**src/rtl/uart_rx_core.sv**
```systemverilog
// 8N1 UART receiver with a fixed integer clocks-per-bit rate and a 2-flop input synchronizer.
// Define UART_RX_MAJORITY_EN to take each bit as the 2-of-3 vote of the last three synced samples.
module uart_rx_core #(
  parameter int CLKS_PER_BIT = 434
) (
  input  logic       clk,
  input  logic       rst,
  input  logic       rx_pin,
  output logic       rx_valid,
  output logic [7:0] rx_data,
  output logic       frame_err,
  output logic       rx_busy
);

  localparam int CW   = $clog2(CLKS_PER_BIT);
  localparam int HALF = CLKS_PER_BIT / 2;
  localparam logic [CW-1:0] HALF_LIM = CW'(HALF - 1);
  localparam logic [CW-1:0] FULL_LIM = CW'(CLKS_PER_BIT - 1);

  typedef enum logic [2:0] {
    IDLE,
    START,
    DATA,
    STOP,
    WAIT_HIGH
  } state_e;

  state_e        state_q, state_d;
  logic [CW-1:0] cnt_q, cnt_d;
  logic [2:0]    bidx_q, bidx_d;
  logic [7:0]    shift_q, shift_d;
  logic [7:0]    data_q, data_d;
  logic          valid_q, valid_d;
  logic          err_q, err_d;
  logic          syncA_q, syncB_q;
  logic          rxS;
  logic          sampleBit;

  // Sync flops reset high so a reset never looks like a falling edge.
  always_ff @(posedge clk) begin
    if (rst) begin
      syncA_q <= 1'b1;
      syncB_q <= 1'b1;
    end else begin
      syncA_q <= rx_pin;
      syncB_q <= syncA_q;
    end
  end

  assign rxS = syncB_q;

`ifdef UART_RX_MAJORITY_EN
  logic [1:0] hist_q;

  // hist_q[1] is rxS two cycles ago, hist_q[0] one cycle ago; the vote lands on the usual sample cycle.
  always_ff @(posedge clk) begin
    if (rst) begin
      hist_q <= 2'b11;
    end else begin
      hist_q <= {hist_q[0], rxS};
    end
  end

  assign sampleBit = (hist_q[1] & hist_q[0]) | (hist_q[1] & rxS) | (hist_q[0] & rxS);
`else
  assign sampleBit = rxS;
`endif

  always_ff @(posedge clk) begin
    if (rst) begin
      state_q <= IDLE;
      cnt_q   <= '0;
      bidx_q  <= 3'd0;
      shift_q <= 8'h00;
      data_q  <= 8'h00;
      valid_q <= 1'b0;
      err_q   <= 1'b0;
    end else begin
      state_q <= state_d;
      cnt_q   <= cnt_d;
      bidx_q  <= bidx_d;
      shift_q <= shift_d;
      data_q  <= data_d;
      valid_q <= valid_d;
      err_q   <= err_d;
    end
  end

  always_comb begin
    state_d = state_q;
    cnt_d   = cnt_q + 1'b1;
    bidx_d  = bidx_q;
    shift_d = shift_q;
    data_d  = data_q;
    valid_d = 1'b0;
    err_d   = 1'b0;
    case (state_q)
      IDLE: begin
        cnt_d  = '0;
        bidx_d = 3'd0;
        if (!rxS) state_d = START;
      end
      START: begin
        if (cnt_q == HALF_LIM) begin
          cnt_d   = '0;
          bidx_d  = 3'd0;
          state_d = sampleBit ? IDLE : DATA;
        end
      end
      DATA: begin
        if (cnt_q == FULL_LIM) begin
          cnt_d   = '0;
          shift_d = {sampleBit, shift_q[7:1]};
          bidx_d  = bidx_q + 3'd1;
          if (bidx_q == 3'd7) state_d = STOP;
        end
      end
      STOP: begin
        if (cnt_q == FULL_LIM) begin
          cnt_d = '0;
          if (sampleBit) begin
            data_d  = shift_q;
            valid_d = 1'b1;
            state_d = IDLE;
          end else begin
            err_d   = 1'b1;
            state_d = WAIT_HIGH;
          end
        end
      end
      WAIT_HIGH: begin
        // A held break must release the line before another frame can start.
        cnt_d = '0;
        if (rxS) state_d = IDLE;
      end
      default: begin
        cnt_d   = '0;
        state_d = IDLE;
      end
    endcase
  end

  assign rx_valid  = valid_q;
  assign rx_data   = data_q;
  assign frame_err = err_q;
  assign rx_busy   = (state_q != IDLE);

endmodule
```
**config.mk**
```make
export PLATFORM = sky130hd
export DESIGN_NAME = uart_rx_core
export DESIGN_NICKNAME = d
export VERILOG_FILES = /design/src/rtl/uart_rx_core.sv
export SDC_FILE = /design/constraint.sdc
export NUM_CORES = 1
export LEC_CHECK = 0
export ABC_CLOCK_PERIOD_IN_PS = 1700
export CORE_MARGIN = 3
export CORE_UTILIZATION = 55
export CTS_CLUSTER_SIZE = 24
export DETAILED_ROUTE_END_ITERATION = 7
export DONT_BUFFER_PORTS = 1
export GPL_TIMING_DRIVEN = 0
export PLACE_DENSITY = 0.74
export SLEW_MARGIN = 20
export SYNTH_ARGS = -nofsm -noshare
export SYNTH_HDL_FRONTEND = slang
export SYNTH_SLANG_ARGS = --single-unit
```
**constraint.sdc**
```tcl
create_clock -name clk -period 1.7 [get_ports clk]
set_input_delay 0.17 -clock clk [delete_from_list [all_inputs] [get_ports clk]]
set_output_delay 0.17 -clock clk [all_outputs]
set_load 0.01 [all_outputs]
```
# --- Yosys cells after proc, flatten, opt, wreduce, memory -nomap -nowiden ---
# Cells that the tools add are included.
op_classes:
  addsub: 2
  n_eq_ne: 13
  mux: 17
  n_bitwise: 2
  n_reduce_logical: 9
op_table:
  columns: ["cell", "n"]
  rows:
  - ["3-bit two-way mux", 9]
  - ["9-bit two-way mux", 2]
  - ["9-bit case mux with 2 select lines", 1]
  - ["3-bit case mux with 5 select lines", 1]
  - ["2-bit inequality test, second input constant", 6]
  - ["9-bit by 1-bit adder with 9-bit output, second input constant", 1]
  - ["9-bit by 8-bit equality test with 1-bit output, second input constant", 1]
  - ["9-bit equality test, second input constant", 1]
  - ["3-bit case mux with 3 select lines", 1]
  - ["3-bit by 2-bit equality test with 1-bit output, second input constant", 2]
  - ["3-bit equality test, second input constant", 2]
  - ["3-bit AND reduction", 2]
  - ["6-bit AND reduction", 1]
  - ["3-bit nonzero test", 2]
  - ["3-bit by 1-bit adder with 3-bit output, second input constant", 1]
  - ["3-bit by 1-bit equality test with 1-bit output, second input constant", 1]
  - ["3-bit zero test", 1]
  - ["3-bit OR reduction", 1]
  - ["1-bit two-way mux", 2]
  - ["2-bit two-way mux", 1]
  - ["1-bit NOT", 2]
  - ["2-bit AND reduction", 1]
  - ["2-bit OR reduction", 1]
word_totals:
  register_bits: 35
  input_bits: 3
  output_inout_bits: 11

# --- Logic depth before layout (Yosys ltp) ---
# Gate-level depths: netlist of run 1.
depth:
  depth_word: 4
  mapped_depth: 7

# --- Least setup slack after synthesis of run 1 ---
# Ideal clock, no wire load.
synth_path:
  kind: "register -> register"
  from: "register state_q[0]"
  to: "register shift_q[0]"
  setup_ns: 0.128
  arrival_ns: 1.540
  path_slack_ns: 0.033
  stages_incl_launch_ff: 7
  n_path_buf: 2
  period_less_slack_ns: 1.667
  cell_sequence: "dfxtp_1 -> buf_2 -> or3b_4 -> or3_1 -> buf_6 -> mux2i_1 -> nor2_1"
synth_via:
  elab_chain_cells: 2
synth_rtl:
  columns: ["element", "line_no", "text"]
  rows:
  - ["start, declared", "28", "state_e state_q, state_d;"]
  - ["start signal, assigned", "79", "state_q <= state_d;"]
  - ["3-bit by 2-bit equality test with 1-bit output", "97", "case (state_q)"]
  - ["2-bit AND reduction (no source line)", null, null]
  - ["end signal, assigned", "82", "shift_q <= shift_d;"]
  - ["end, declared", "31", "logic [7:0] shift_q, shift_d;"]
# No other way between the ends.
# A chain may end at the register's enable or synchronous reset.

# --- Worst setup path in the final report of run 1 ---
layout_path:
  from: "register cnt_q[0]"
  to: "register bidx_q[2]"
layout_via:
  elab_chain_cells: 3
  word_cells_on_any_way: 5
  cone_classes: "eq/ne: 4; reduce/logical: 1"
layout_rtl:
  columns: ["element", "line_no", "text"]
  rows:
  - ["start, declared", "29", "logic [CW-1:0] cnt_q, cnt_d;"]
  - ["start signal, assigned", "80", "cnt_q <= cnt_d;"]
  - ["9-bit equality test / 9-bit by 8-bit equality test with 1-bit output (equally long branches)", "111, 104", null]
  - ["2-bit inequality test (no source line)", null, null]
  - ["3-bit AND reduction (no source line) *", null, null]
  - ["end signal, assigned", "81", "bidx_q <= bidx_d;"]
  - ["end, declared", "30", "logic [2:0] bidx_q, bidx_d;"]
# Mark *: on every way between the ends. The rest lies on a longest branch, timed or not.

==> impl_metrics.json, run 1 <==
{
  "overflow": 0,
  "clk_pin_slew_ns": 0.10,
  "regArea_sq_um": 711,
  "first_pass_iters": 4,
  "yosys.area.top_type": "dfxtp_1",
  "tightest_slew_ns": 0.490,
  "syn-num-nets": 163,
  "synth-seq-area-share_pct": 44.8,
  "cts_max_level": 2,
  "synth.avg_cell_area_sq_um": 10.1,
  "fin_skew_ns": 0.00535,
  "root_buffer": "clkbuf_4",
  "insertion_delay_ns": 0.34,
  "synth-edff-count": 0,
  "first_iter_violations": 71,
  "clock_sinks": 35,
  "worst-r2r-cell-count": 7,
  "holdPathStages": 2,
  "path_cells": "inv_1, ha_1, and4bb_2, a21oi_4, buf_4, o311ai_2, o41ai_4",
  "yosys-top-cells-count": "dfxtp_1, nor2_1, mux2i_1",
  "drcViolationCount": 0,
  "cp.required_ns": 1.92,
  "critical-path-max-stage-delay_ns": 0.38,
  "grt_use_total_pct": 17.3,
  "post-route-period-util_pct": 99.5,
  "die_h_microns": 59.3,
  "ys.flop_type": "dfxtp_1",
  "gp_congestion": 0.827,
  "final-setup-viol-count": 0,
  "wl_microns": 2890,
  "critical_path.max_fanout": 6,
  "n_antenna_cell": 0,
  "fin_util_pct": 71.1,
  "status": "complete, no violations",
  "async_flop_share_pct": 0,
  "synthTopCellsByArea": "dfxtp_1, mux2i_1, nor2_1, ha_1, xnor2_1",
  "leakage_nw": 0.790,
  "power_density_nw_per_um2": 826,
  "total_power_mw": 1.52,
  "synthesis.area_sq_um": 1560,
  "slowest_stage": "dfxtp_4",
  "num_rows": 18,
  "critPathCaptureType": "flip-flop",
  "nets": 176,
  "grt_antenna_before_repair": 0,
  "grt_pass1_vias": 1003,
  "detail-route-antenna-nets": 0,
  "cts_tree": "done",
  "grt_pass1_wl_microns": 4590,
  "io_buffers": 0,
  "dieArea_sq_um": 3520,
  "syn_inst": 155,
  "slew_headroom_pct": 67.4,
  "irDropWorstVdd_mv": 0.734,
  "yosysTopAreaCellShare_pct": 44.8,
  "hp-class": "input pin to flip-flop",
  "die_w_microns": 59.3,
  "multi_input_comb_area_sq_um": 870,
  "worst_hold_slack_ns": 0.380,
  "period_minus_slack_ns": 1.69,
  "cts_buffers": 5,
  "core_area_sq_um": 2590,
  "yosys_warnings": 0,
  "grt_max_degree": 12,
  "vias": 1135,
  "start_kind": "flip-flop",
  "cts.path.max_buffers": 2,
  "synth_cell_types": 39,
  "dp_hpwl_microns": 1920,
  "drt-wirelength-per-cell_microns": 14.5,
  "routed_via_density": 5.70,
  "path_class": "flip-flop to flip-flop",
  "cap_violations": 0,
  "ys_ff_latch": 35,
  "start_util_pct": 60.4,
  "fmax_ghz": 0.591,
  "layout-drive-gt1-share_pct": 24.9,
  "area_growth_pct": 17.7,
  "hold_violations": 0,
  "tns_ns": 0,
  "rsz0062_at_grt": "yes",
  "arrival_ns": 1.91,
  "yosysMostFrequentCell": "dfxtp_1",
  "drv_slew": 0,
  "fill_cells": 187,
  "boundaryPins": 14
}
cell usage in the layout (no fill, tap or decap), types with 2 or more instances in the layout:
cell / Yosys / layout
o311ai_0: 3 / 2
xor2_1: 2 / 2
buf_6: 1 / 2
or3b_4: 1 / 2
o21ai_0: 3 / 2
dfxtp_1: 35 / 29
inv_1: 8 / 7
dfxtp_2: 0 / 5
xnor2_1: 6 / 6
or2_2: 2 / 2
nand2_1: 5 / 5
nor2_1: 29 / 29
mux2i_1: 18 / 18
or3_1: 5 / 4
nand3_1: 2 / 2
and3_1: 2 / 2
clkbuf_1: 4 / 3
or3_4: 1 / 2
clkbuf_4: 0 / 5
ha_1: 5 / 4
buf_4: 0 / 5
area by class of cell:
class | instances | area share [%]
clock inverter | 2 | 1.90
sequential | 35 | 38.6
inverter | 8 | 1.63
clock buffer | 6 | 2.79
timing repair buffer | 7 | 3.87
multi-input combinational | 105 | 47.2
buffer | 6 | 1.90
tap | 30 | 2.04
worst paths after layout:
check / startpoint / endpoint / slack [ns]
max: cnt_q[0] / bidx_q[2] / 0.009
max reg2reg: cnt_q[0] / bidx_q[2] / 0.009
min reg2reg: syncA_q / rxS / 0.42
min: rst / bidx_q[2] / 0.38
critical path: cells and delay by family (launching register included):
family                   cells  cell delay [ns]
AO/OA/AOI/OAI                3             0.58
flip-flops                   1             0.38
AND/OR/NAND/NOR              1             0.27
buffers and inverters        2             0.21
adder cells (fa/ha/maj)      1             0.14
stage by stage:
step	instance area (sq um)	cells	worst slack [ns]
finish	1840	199	0.00914
CTS	1780	197	-0.0343
global route	1840	199	-0.0434
floorplan	1560	155	0.0327
global placement	1600	185	-0.0685
detailed placement	1600	185	-0.119
logic make-up (layout without fill, tap and decap cells):
logic type	count (synthesis)	in the layout	synth area share (%)
and+or+nand+nor	59	59	23.0
DFF	35	35	44.8
muxes	18	18	11.5
AOI/OAI and AO/OA	15	15	7.92
buffers and inverters	15	29	4.24
xor gates and xnor gates	8	8	4.48
adders and majority gates	5	5	4.00
routing by layer:
metal | vias up | global-route usage, % | part of all wire [%]
met4 | 0 | 7.77 | 1.7
met2 | 29 | 25.4 | 47
met1 | 537 | 23.3 | 47
met3 | 6 | 4.79 | 4.8
li1 | 563 | - | -
met5 | - | 0 | 0
repair_timing:
action | in CTS | in global routing
gates resized for setup | 10 | 17
hold buffers | 1 | 0
endpoints found under the hold margin | 1 | 0
endpoints found under the setup margin | 30 | 31
pin swaps | 3 | 5
buffers inserted | 3 | 3
state kept, by name, summed over array words and instances, names as in the netlist:
signal	flops
frame_err	1
state_q	3
rxS	1
cnt_q	9
syncA_q	1
rx_data	8
shift_q	8
rx_valid	1
bidx_q	3
where the power goes:
| part | total (mW) | switching [mW] | internal [mW] | leakage, nW |
|---|---|---|---|---|
| Clock | 0.629 | 0.281 | 0.347 | 0.0482 |
| Combinational | 0.0656 | 0.0389 | 0.0267 | 0.456 |
| Sequential | 0.825 | 0.00280 | 0.822 | 0.286 |
| Total | 1.52 | 0.323 | 1.20 | 0.790 |
(Power assumes the default switching activity.)
==> run 2: changes to the inputs <==
CTS_CLUSTER_SIZE = not set   (was 24)
HOLD_SLACK_MARGIN = 0.08   (was not set)
PLACE_DENSITY = 0.79   (was 0.74)
==> impl_metrics.json, run 2 (same netlist as run 1, synthesis figures left out) <==
{
  "status": "complete, no violations",
  "cts_max_level": 2,
  "design_area_sq_um": 1800,
  "r2r_setup_slack_ns": 0.04,
  "slew_headroom_pct": 72.2,
  "final_cell_mix": "nor2_1, dfxtp_1, mux2i_1",
  "hold_violations": 0,
  "core_area_sq_um": 2590,
  "top_register": "cnt_q",
  "rr_endpoint": "bidx_q[1]",
  "critPathCaptureType": "flip-flop",
  "placed_cell_area_sq_um": 1600,
  "period_minus_slack_ns": 1.66,
  "gp_congestion": 0.876,
  "holdPathStages": 2,
  "regArea_sq_um": 713,
  "tightest_slew_ns": 0.417,
  "grt_antenna_before_repair": 0,
  "total_power_mw": 1.33,
  "cts_buffers": 5,
  "worst-r2r-cell-count": 6,
  "boundaryPins": 14,
  "slowest_stage": "or3_4",
  "grt_max_degree": 13,
  "start_util_pct": 60.4,
  "grt_pass1_wl_microns": 4950,
  "multi_input_comb_area_sq_um": 866,
  "detail-route-antenna-nets": 0,
  "first_pass_iters": 5,
  "wl_met3_microns": 137,
  "hp-class": "input pin to flip-flop",
  "cts_tree": "done",
  "met1Wirelength_microns": 1360,
  "dp_hpwl_microns": 1920,
  "post-route-period-util_pct": 97.5,
  "area_growth_pct": 15.0,
  "power_density_nw_per_um2": 741,
  "tns_ns": 0,
  "critical-path-max-stage-delay_ns": 0.36,
  "rsz0062_at_grt": "yes",
  "overflow": 0,
  "start_kind": "flip-flop",
  "dieArea_sq_um": 3520,
  "wl_microns": 2980,
  "routed_via_density": 5.67,
  "leakage_nw": 0.744,
  "fmax_ghz": 0.604,
  "hold_start": "rst",
  "num_rows": 18,
  "path_class": "flip-flop to flip-flop",
  "drt-wirelength-per-cell_microns": 15.1,
  "grt_pass1_vias": 1138,
  "drv_slew": 0,
  "critical_path.max_fanout": 6,
  "r2r_start": "cnt_q[1]",
  "cp.required_ns": 1.96,
  "wl_met2_microns": 1420,
  "largest_reg_flops": 9,
  "root_buffer": "clkbuf_4",
  "io_buffers": 0,
  "fin_skew_ns": 0.00812,
  "clk_pin_slew_ns": 0.11,
  "arrival_ns": 1.92,
  "irDropWorstVdd_mv": 0.846,
  "insertion_delay_ns": 0.34,
  "grt_use_total_pct": 19.4,
  "cap_violations": 0,
  "fill_cells": 182,
  "final-setup-viol-count": 0,
  "die_h_microns": 59.3,
  "top_layer_used": "met4",
  "whs_endpoint": "bidx_q[2]",
  "first_iter_violations": 49,
  "cts.path.max_buffers": 2,
  "nets": 175,
  "clock_sinks": 35,
  "vias": 1123,
  "die_w_microns": 59.3,
  "drcViolationCount": 0,
  "path_cells": "inv_2, ha_4, nand4bb_4, o31a_1, or3_4, o41ai_2",
  "layout-drive-gt1-share_pct": 25.0,
  "n_antenna_cell": 0
}
==> run 2: stage by stage <==
step	utilization (%)	hold slack [ns]	worst slack, ns	instances
after floorplan	-	0.274	0.0327	155
after global placement	61.8	0.275	-0.0657	185
after detailed placement	61.8	0.276	-0.0953	185
after CTS	67.1	0.263	-0.0233	196
after global routing	69.5	0.328	-0.0480	198
final	69.5	0.293	0.0433	198
==> run 2: worst max path at each step <==
stage / start / slack (ns) / cells after the start / end
final: cnt_q[1] / 0.04 / 6 / bidx_q[1]
after floorplan: state_q[0] / 0.03 / 6 / shift_q[0]
after CTS: cnt_q[1] / -0.02 / 6 / bidx_q[2]
after global placement: state_q[1] / -0.07 / 6 / shift_q[4]
after detailed placement: cnt_q[0] / -0.1 / 5 / bidx_q[1]
after global routing: cnt_q[1] / -0.05 / 6 / bidx_q[2]
==> run 2: cell type report <==
| class | count | area share (%) |
|---|---|---|
| buffer | 5 | 1.53 |
| clock buffer | 5 | 2.09 |
| clock inverter | 3 | 1.11 |
| inverter | 8 | 1.67 |
| multi-input combinational | 105 | 48.1 |
| sequential | 35 | 39.6 |
| tap | 30 | 2.09 |
| timing repair buffer | 7 | 3.76 |
==> run 2: critical path, delay by kind of cell, from the launching register on <==
family          cells  cell delay [ns]
compound gates      2             0.52
simple gates        2             0.52
fa+ha+maj           1             0.13
flops               1             0.34
buf+inv             1             0.07
==> run 2: timing repair <==
action | in CTS | in global routing
pin swaps | 3 | 4
endpoints found under the setup margin | 31 | 31
hold buffers | 1 | 0
gates resized for setup | 12 | 16
setup buffers | 3 | 3
endpoints found under the hold margin | 1 | 0
==> run 2: metal layers <==
metal  up-vias  track usage (%)
met5         -                0
met1       528             21.2
met3         8             8.71
met2        27             31.5
li1        560                -
met4         0             9.71
==> run 2: where the power goes <==
group	internal (mW)	switching [mW]	leakage [nW]
registers	0.822	0.00800	0.286
clock network	0.158	0.290	0.0272
logic	0.0227	0.0327	0.431
